**src/rtl/fifo_ctrl.sv**
```systemverilog
// Pointer/occupancy controller that turns a 2**W-entry register file into a circular FIFO.
// Data never passes through here; only addresses, the write enable and status flags do.
module fifo_ctrl #(
  parameter int unsigned W        = 2,
  parameter int unsigned AF_LEVEL = 3,
  parameter int unsigned AE_LEVEL = 1
) (
  input  logic         clk,
  input  logic         reset,
  input  logic         wr,
  input  logic         rd,
  input  logic         clr_err,
  output logic         wr_en,
  output logic [W-1:0] w_addr,
  output logic [W-1:0] r_addr,
  output logic [W:0]   count,
  output logic         full,
  output logic         empty,
  output logic         almost_full,
  output logic         almost_empty,
  output logic         overflow,
  output logic         underflow
);

  localparam logic [W:0]   DEPTH_C = (W+1)'(2**W);
  localparam logic [W:0]   AF_C    = (W+1)'(AF_LEVEL);
  localparam logic [W:0]   AE_C    = (W+1)'(AE_LEVEL);
  localparam logic [W:0]   ONE_C   = (W+1)'(1);
  localparam logic [W-1:0] PTR1_C  = W'(1);

  logic [W-1:0] r_w_ptr;
  logic [W-1:0] r_r_ptr;
  logic [W:0]   r_count;
  logic         r_ovf;
  logic         r_udf;

  logic w_full;
  logic w_empty;
  logic w_push_ok;
  logic w_pop_ok;
  logic w_ovf_evt;
  logic w_udf_evt;

  // Status decode and accept rules; a full FIFO still takes a push when a pop frees the head slot.
  always_comb begin
    w_full    = (r_count == DEPTH_C);
    w_empty   = (r_count == '0);
    w_push_ok = wr & (~w_full | rd);
    w_pop_ok  = rd & ~w_empty;
    w_ovf_evt = wr & ~w_push_ok;
    w_udf_evt = rd & ~w_pop_ok;
  end

  // Pointer, occupancy and sticky error state.
  always_ff @(posedge clk or posedge reset) begin
    if (reset) begin
      r_w_ptr <= '0;
      r_r_ptr <= '0;
      r_count <= '0;
      r_ovf   <= 1'b0;
      r_udf   <= 1'b0;
    end else begin
      if (w_push_ok) begin
        r_w_ptr <= r_w_ptr + PTR1_C;
      end
      if (w_pop_ok) begin
        r_r_ptr <= r_r_ptr + PTR1_C;
      end
      case ({w_push_ok, w_pop_ok})
        2'b10:   r_count <= r_count + ONE_C;
        2'b01:   r_count <= r_count - ONE_C;
        default: r_count <= r_count;
      endcase
      // A fresh error in the clearing cycle keeps the flag set.
      if (w_ovf_evt) begin
        r_ovf <= 1'b1;
      end else if (clr_err) begin
        r_ovf <= 1'b0;
      end
      if (w_udf_evt) begin
        r_udf <= 1'b1;
      end else if (clr_err) begin
        r_udf <= 1'b0;
      end
    end
  end

  // Output mapping; write enable is held off while reset is asserted.
  always_comb begin
    wr_en        = w_push_ok & ~reset;
    w_addr       = r_w_ptr;
    r_addr       = r_r_ptr;
    count        = r_count;
    full         = w_full;
    empty        = w_empty;
    almost_full  = (r_count >= AF_C);
    almost_empty = (r_count <= AE_C);
    overflow     = r_ovf;
    underflow    = r_udf;
  end

endmodule

```
**config.mk**
```make
export PLATFORM = sky130hd
export DESIGN_NAME = fifo_ctrl
export DESIGN_NICKNAME = d
export VERILOG_FILES = /design/src/rtl/fifo_ctrl.sv
export SDC_FILE = /design/constraint.sdc
export NUM_CORES = 1
export LEC_CHECK = 0
export CAP_MARGIN = 20
export CELL_PAD_IN_SITES_DETAIL_PLACEMENT = 0
export CELL_PAD_IN_SITES_GLOBAL_PLACEMENT = 1
export CORE_UTILIZATION = 30
export CTS_CLUSTER_SIZE = 14
export DETAILED_ROUTE_END_ITERATION = 12
export PLACE_DENSITY = 0.72
export SLEW_MARGIN = 20
export SYNTH_ARGS = -nofsm -noshare
export SYNTH_HDL_FRONTEND = slang
export SYNTH_SLANG_ARGS = --single-unit
```
**constraint.sdc**
```tcl
create_clock -name clk -period 2.2 [get_ports clk]
set_clock_uncertainty 0.05 [all_clocks]
set_input_delay 0.33 -clock clk [delete_from_list [all_inputs] [get_ports clk]]
set_output_delay 0.33 -clock clk [all_outputs]
set_load 0.02 [all_outputs]
```
==> impl_table.tex <==
\begin{tabular}{lr}
\hline
Metric & Value \\
\hline
\multicolumn{2}{l}{\textbf{Outcome}} \\
Result of the run & finished clean \\
\multicolumn{2}{l}{\textbf{Clock tree}} \\
Clock tree root driver cell & sky130\_fd\_sc\_hd\_\_clkbuf\_4 \\
Post-CTS Hold Buffers & 0 \\
Maximum number of buffers from clock root to sink & 2 \\
Number of buffers created by CTS & 3 \\
TritonCTS clock tree & done \\
Insertion delay of the later-clocked pin in the worst-skew pair & 0.26 ns \\
Number of post-CTS setup repair buffers & 0 \\
Clock tree sinks & 9 \\
H-tree depth reported by CTS & 1 \\
Clock transition at path regs & 0.07 ns \\
\multicolumn{2}{l}{\textbf{Worst setup path}} \\
CP endpoint kind & primary output \\
FF-to-FF Start & count[0]\$\_DFFE\_PP0P\_ \\
Crit path launch & count[0]\$\_DFFE\_PP0P\_ \\
Critical-path maximum fanout & 5 \\
CP max-delay cell & sky130\_fd\_sc\_hd\_\_dfrtp\_1 \\
Delay of the slowest cell on the worst path & between 0.4 and 0.5 ns \\
Data arrival time at the worst-slack endpoint & 1.63 ns \\
Data required, critical path & 1.82 ns \\
Worst path cell trace & inv\_1 -> ha\_2 -> nand3b\_1 -> nand2\_1 -> nor2\_1 -> dlygate4sd2\_1 \\
Critical path class & flip-flop to primary output \\
Critical Path Source Type & flip-flop \\
\multicolumn{2}{l}{\textbf{Power and ir drop}} \\
Combinational group share of total power & 62.6\% \\
Worst vdd ir & $\sim$740 uV \\
Register share of total power & 26.9\% \\
Internal power of the cells & slightly below 700 uW \\
Static Leakage & around 0.4 nW \\
Power, Total & roughly 1.2 mW \\
Switching part of the total power & 42.3\% \\
Net switching component of the power & 510 uW \\
Power share of the clock group & a little over a tenth \\
Cell area power density & 1570 mW/mm2 \\
\multicolumn{2}{l}{\textbf{Global route}} \\
Overall Global Routing Usage & 11.9\% \\
GRT overflow & 0 \\
Via count of the first global-routing pass & $\sim$400 \\
Antenna violations before repair & 0 \\
First-pass GRT wire length & 1570 um \\
Largest net degree at the start of global routing & 10 \\
\multicolumn{2}{l}{\textbf{Detailed routing}} \\
Detailed-route wire length & 976 um \\
Detail Route met3 WL & about 50 um \\
DR WL met2 & 485 um \\
Residual antenna-violating net count after detailed routing & 0 \\
Vias per cell & 4.58 \\
DR top layer & met4 \\
Initial DRT Pass Iterations & 4 \\
Detailed-route wire length per cell & 10.6 um \\
Met1 wire length & $\sim$430 um \\
Initial DRC count & 8 \\
Total DRC errors in the routed layout & 0 \\
Total via count after detailed routing & around 420 \\
\multicolumn{2}{l}{\textbf{Yosys}} \\
Number of enable flip-flop cells after synthesis & 0 \\
Syn\_nets & 62 \\
Share of flip-flops with an asynchronous set or reset & 100\% \\
Cell types occupying the most area after synthesis & sky130\_fd\_sc\_hd\_\_dfrtp\_1 44\%, sky130\_fd\_sc\_hd\_\_ha\_1 15\%, sky130\_fd\_sc\_hd\_\_xnor2\_1 8.6\% \\
Cells after Synth & 51 \\
Top cell type's share of synthesized area & 44.0\% \\
Syn Area/Cell & 10.0 um2 \\
Primary flip-flop cell chosen by synthesis mapping & sky130\_fd\_sc\_hd\_\_dfrtp\_1 \\
Total of flip-flops plus latches after synthesis & 9 \\
Post-synthesis cell type count & 16 \\
Sequential area share after synthesis & 44.0\% \\
Warnings from Yosys & 0 \\
List of most frequent post-synthesis cells & 9 x sky130\_fd\_sc\_hd\_\_dfrtp\_1, 9 x sky130\_fd\_sc\_hd\_\_inv\_1, 6 x sky130\_fd\_sc\_hd\_\_ha\_1 \\
Synthesized cell area & 512 um2 \\
Post-synthesis cell type with the largest combined area & sky130\_fd\_sc\_hd\_\_dfrtp\_1 \\
\multicolumn{2}{l}{\textbf{Place}} \\
Input/output buffers & 18 \\
Placed standard-cell area & 734 um2 \\
Global placer's final weighted congestion & 0.727 \\
Hpwl dp & 778 um \\
\multicolumn{2}{l}{\textbf{Hold path}} \\
Class of the worst hold path & input port to asynchronous set/reset pin \\
\multicolumn{2}{l}{\textbf{Floorplanning}} \\
Placeable core region & $\sim$0.0015 mm2 \\
Die outline width & 43.3 um \\
Area of the die & around 0.0019 mm2 \\
Number of rows created at floorplan & 14 \\
Number of primary I/O pins & 19 \\
Die span in y & 43.3 um \\
Initial core utilization & 33.2\% \\
\multicolumn{2}{l}{\textbf{Layout}} \\
Nets & 88 \\
Final std cell area, no fill & 768 um2 \\
Antenna diode instance count & 0 \\
Synthesis-to-layout area growth & 50.1\% \\
Utilization of the core after routing & between 40\% and 50\% \\
Share of cells above drive strength 1 & 14.5\% \\
\multicolumn{2}{l}{\textbf{Timing}} \\
Tmin final & 2.01 ns \\
Setup violations, final & 0 \\
Final Hold Viols & 0 \\
Final period util & 91.3\% \\
Setup repair after global routing missed its margin & false \\
Fin. max-slew vios & 0 \\
Post-route worst hold slack & between 0.3 and 0.4 ns \\
Sum of negative setup slack & 0 ns \\
Upper clock frequency limit & approximately 0.50 GHz \\
Worst Max-Slew Pin Slew & 0.367 ns \\
Worst slew slack as a fraction of its limit & 75.5\% \\
\multicolumn{2}{l}{\textbf{Job}} \\
Maximum capacitance violations & 0 \\
\hline
\end{tabular}
## worst max-delay path: cells and delay by family (launching register included)
| kind | cells | cell delay, ns |
|---|---|---|
| adders and majority gates | 1 | 0.23 |
| and+or+nand+nor | 3 | 0.26 |
| DFF | 1 | 0.44 |
| buffers and inverters | 2 | 0.45 |
## repair_timing
action / in CTS / in global routing
pin swaps: 0 / 0
endpoints found under the setup margin: 3 / 3
resized for setup: 3 / 3
## cells by family after synthesis
group	share of synthesized area, %
adder cells (fa/ha/maj)	14.7
buffers and inverters	6.60
AND/OR/NAND/NOR	14.4
flip-flops	44.0
AO/OA/AOI/OAI	8.56
XOR/XNOR	11.7
## power by group through the flow
stage | sequential (mW) | combinational [mW] | clock, mW
3_5_place_dp | 0.330 | 0.768 | 0
4_1_cts | 0.327 | 0.771 | 0.133
6_report | 0.324 | 0.753 | 0.127
5_1_grt | 0.340 | 0.820 | 0.143
2_1_floorplan | 0.415 | 0.366 | 0
3_3_place_gp | 0.327 | 0.767 | 0
## area by class of cell
| class | count | area, um2 |
|---|---|---|
| fillers | 139 | 773 |
| multi-input cells | 33 | 255 |
| flip-flops and latches | 9 | 225 |
| repair buffers | 21 | 208 |
| inverters | 9 | 33.8 |
| clock buffers | 4 | 26.3 |
| well taps | 16 | 20.0 |
## layer usage
layer  GRT usage [%]  vias to the layer above
li1                -                      212
met2            20.3                       11
met4            7.27                        0
met3            5.11                        2
met5               0                        -
met1            11.9                      196
## through the flow
step | setup slack [ns] | std cells
after floorplan | 0.357 | 51
after global placement | 0.101 | 88
after detailed placement | 0.120 | 88
after CTS | 0.0217 | 92
after global routing | 0.0644 | 92
final | 0.191 | 92
## registers in the layout, indices dropped and copies added (netlist names)
signal	cells
w_addr	2
r_addr	2
underflow	1
overflow	1
count	3
## cell usage in the layout (no fill, tap or decap), types with 3 or more instances in the layout
cell type                         instances
sky130_fd_sc_hd__buf_4                    3
sky130_fd_sc_hd__clkbuf_4                 3
sky130_fd_sc_hd__clkdlybuf4s50_1         13
sky130_fd_sc_hd__dfrtp_1                  9
sky130_fd_sc_hd__dlymetal6s2s_1           3
sky130_fd_sc_hd__ha_1                     5
sky130_fd_sc_hd__inv_1                    9
sky130_fd_sc_hd__nand2_1                  3
sky130_fd_sc_hd__nor2_1                   4
sky130_fd_sc_hd__o21ai_0                  3
sky130_fd_sc_hd__xnor2_1                  5
## worst paths after layout
path / to / slack, ns / depth (start not counted)
setup / recovery: wr_en / 0.19 / 6
hold / removal: underflow$_DFFE_PP0P_ / 0.31 / 2
setup reg to reg: count[2]$_DFFE_PP0P_ / 0.37 / 8
hold reg to reg: r_addr[1]$_DFFE_PP0P_ / 0.42 / 1
max in group asynchronous: count[1]$_DFFE_PP0P_ / 1.51 / 2
min in group clk: r_addr[1]$_DFFE_PP0P_ / 0.42 / 1
Power figures use the tool's default switching activity.
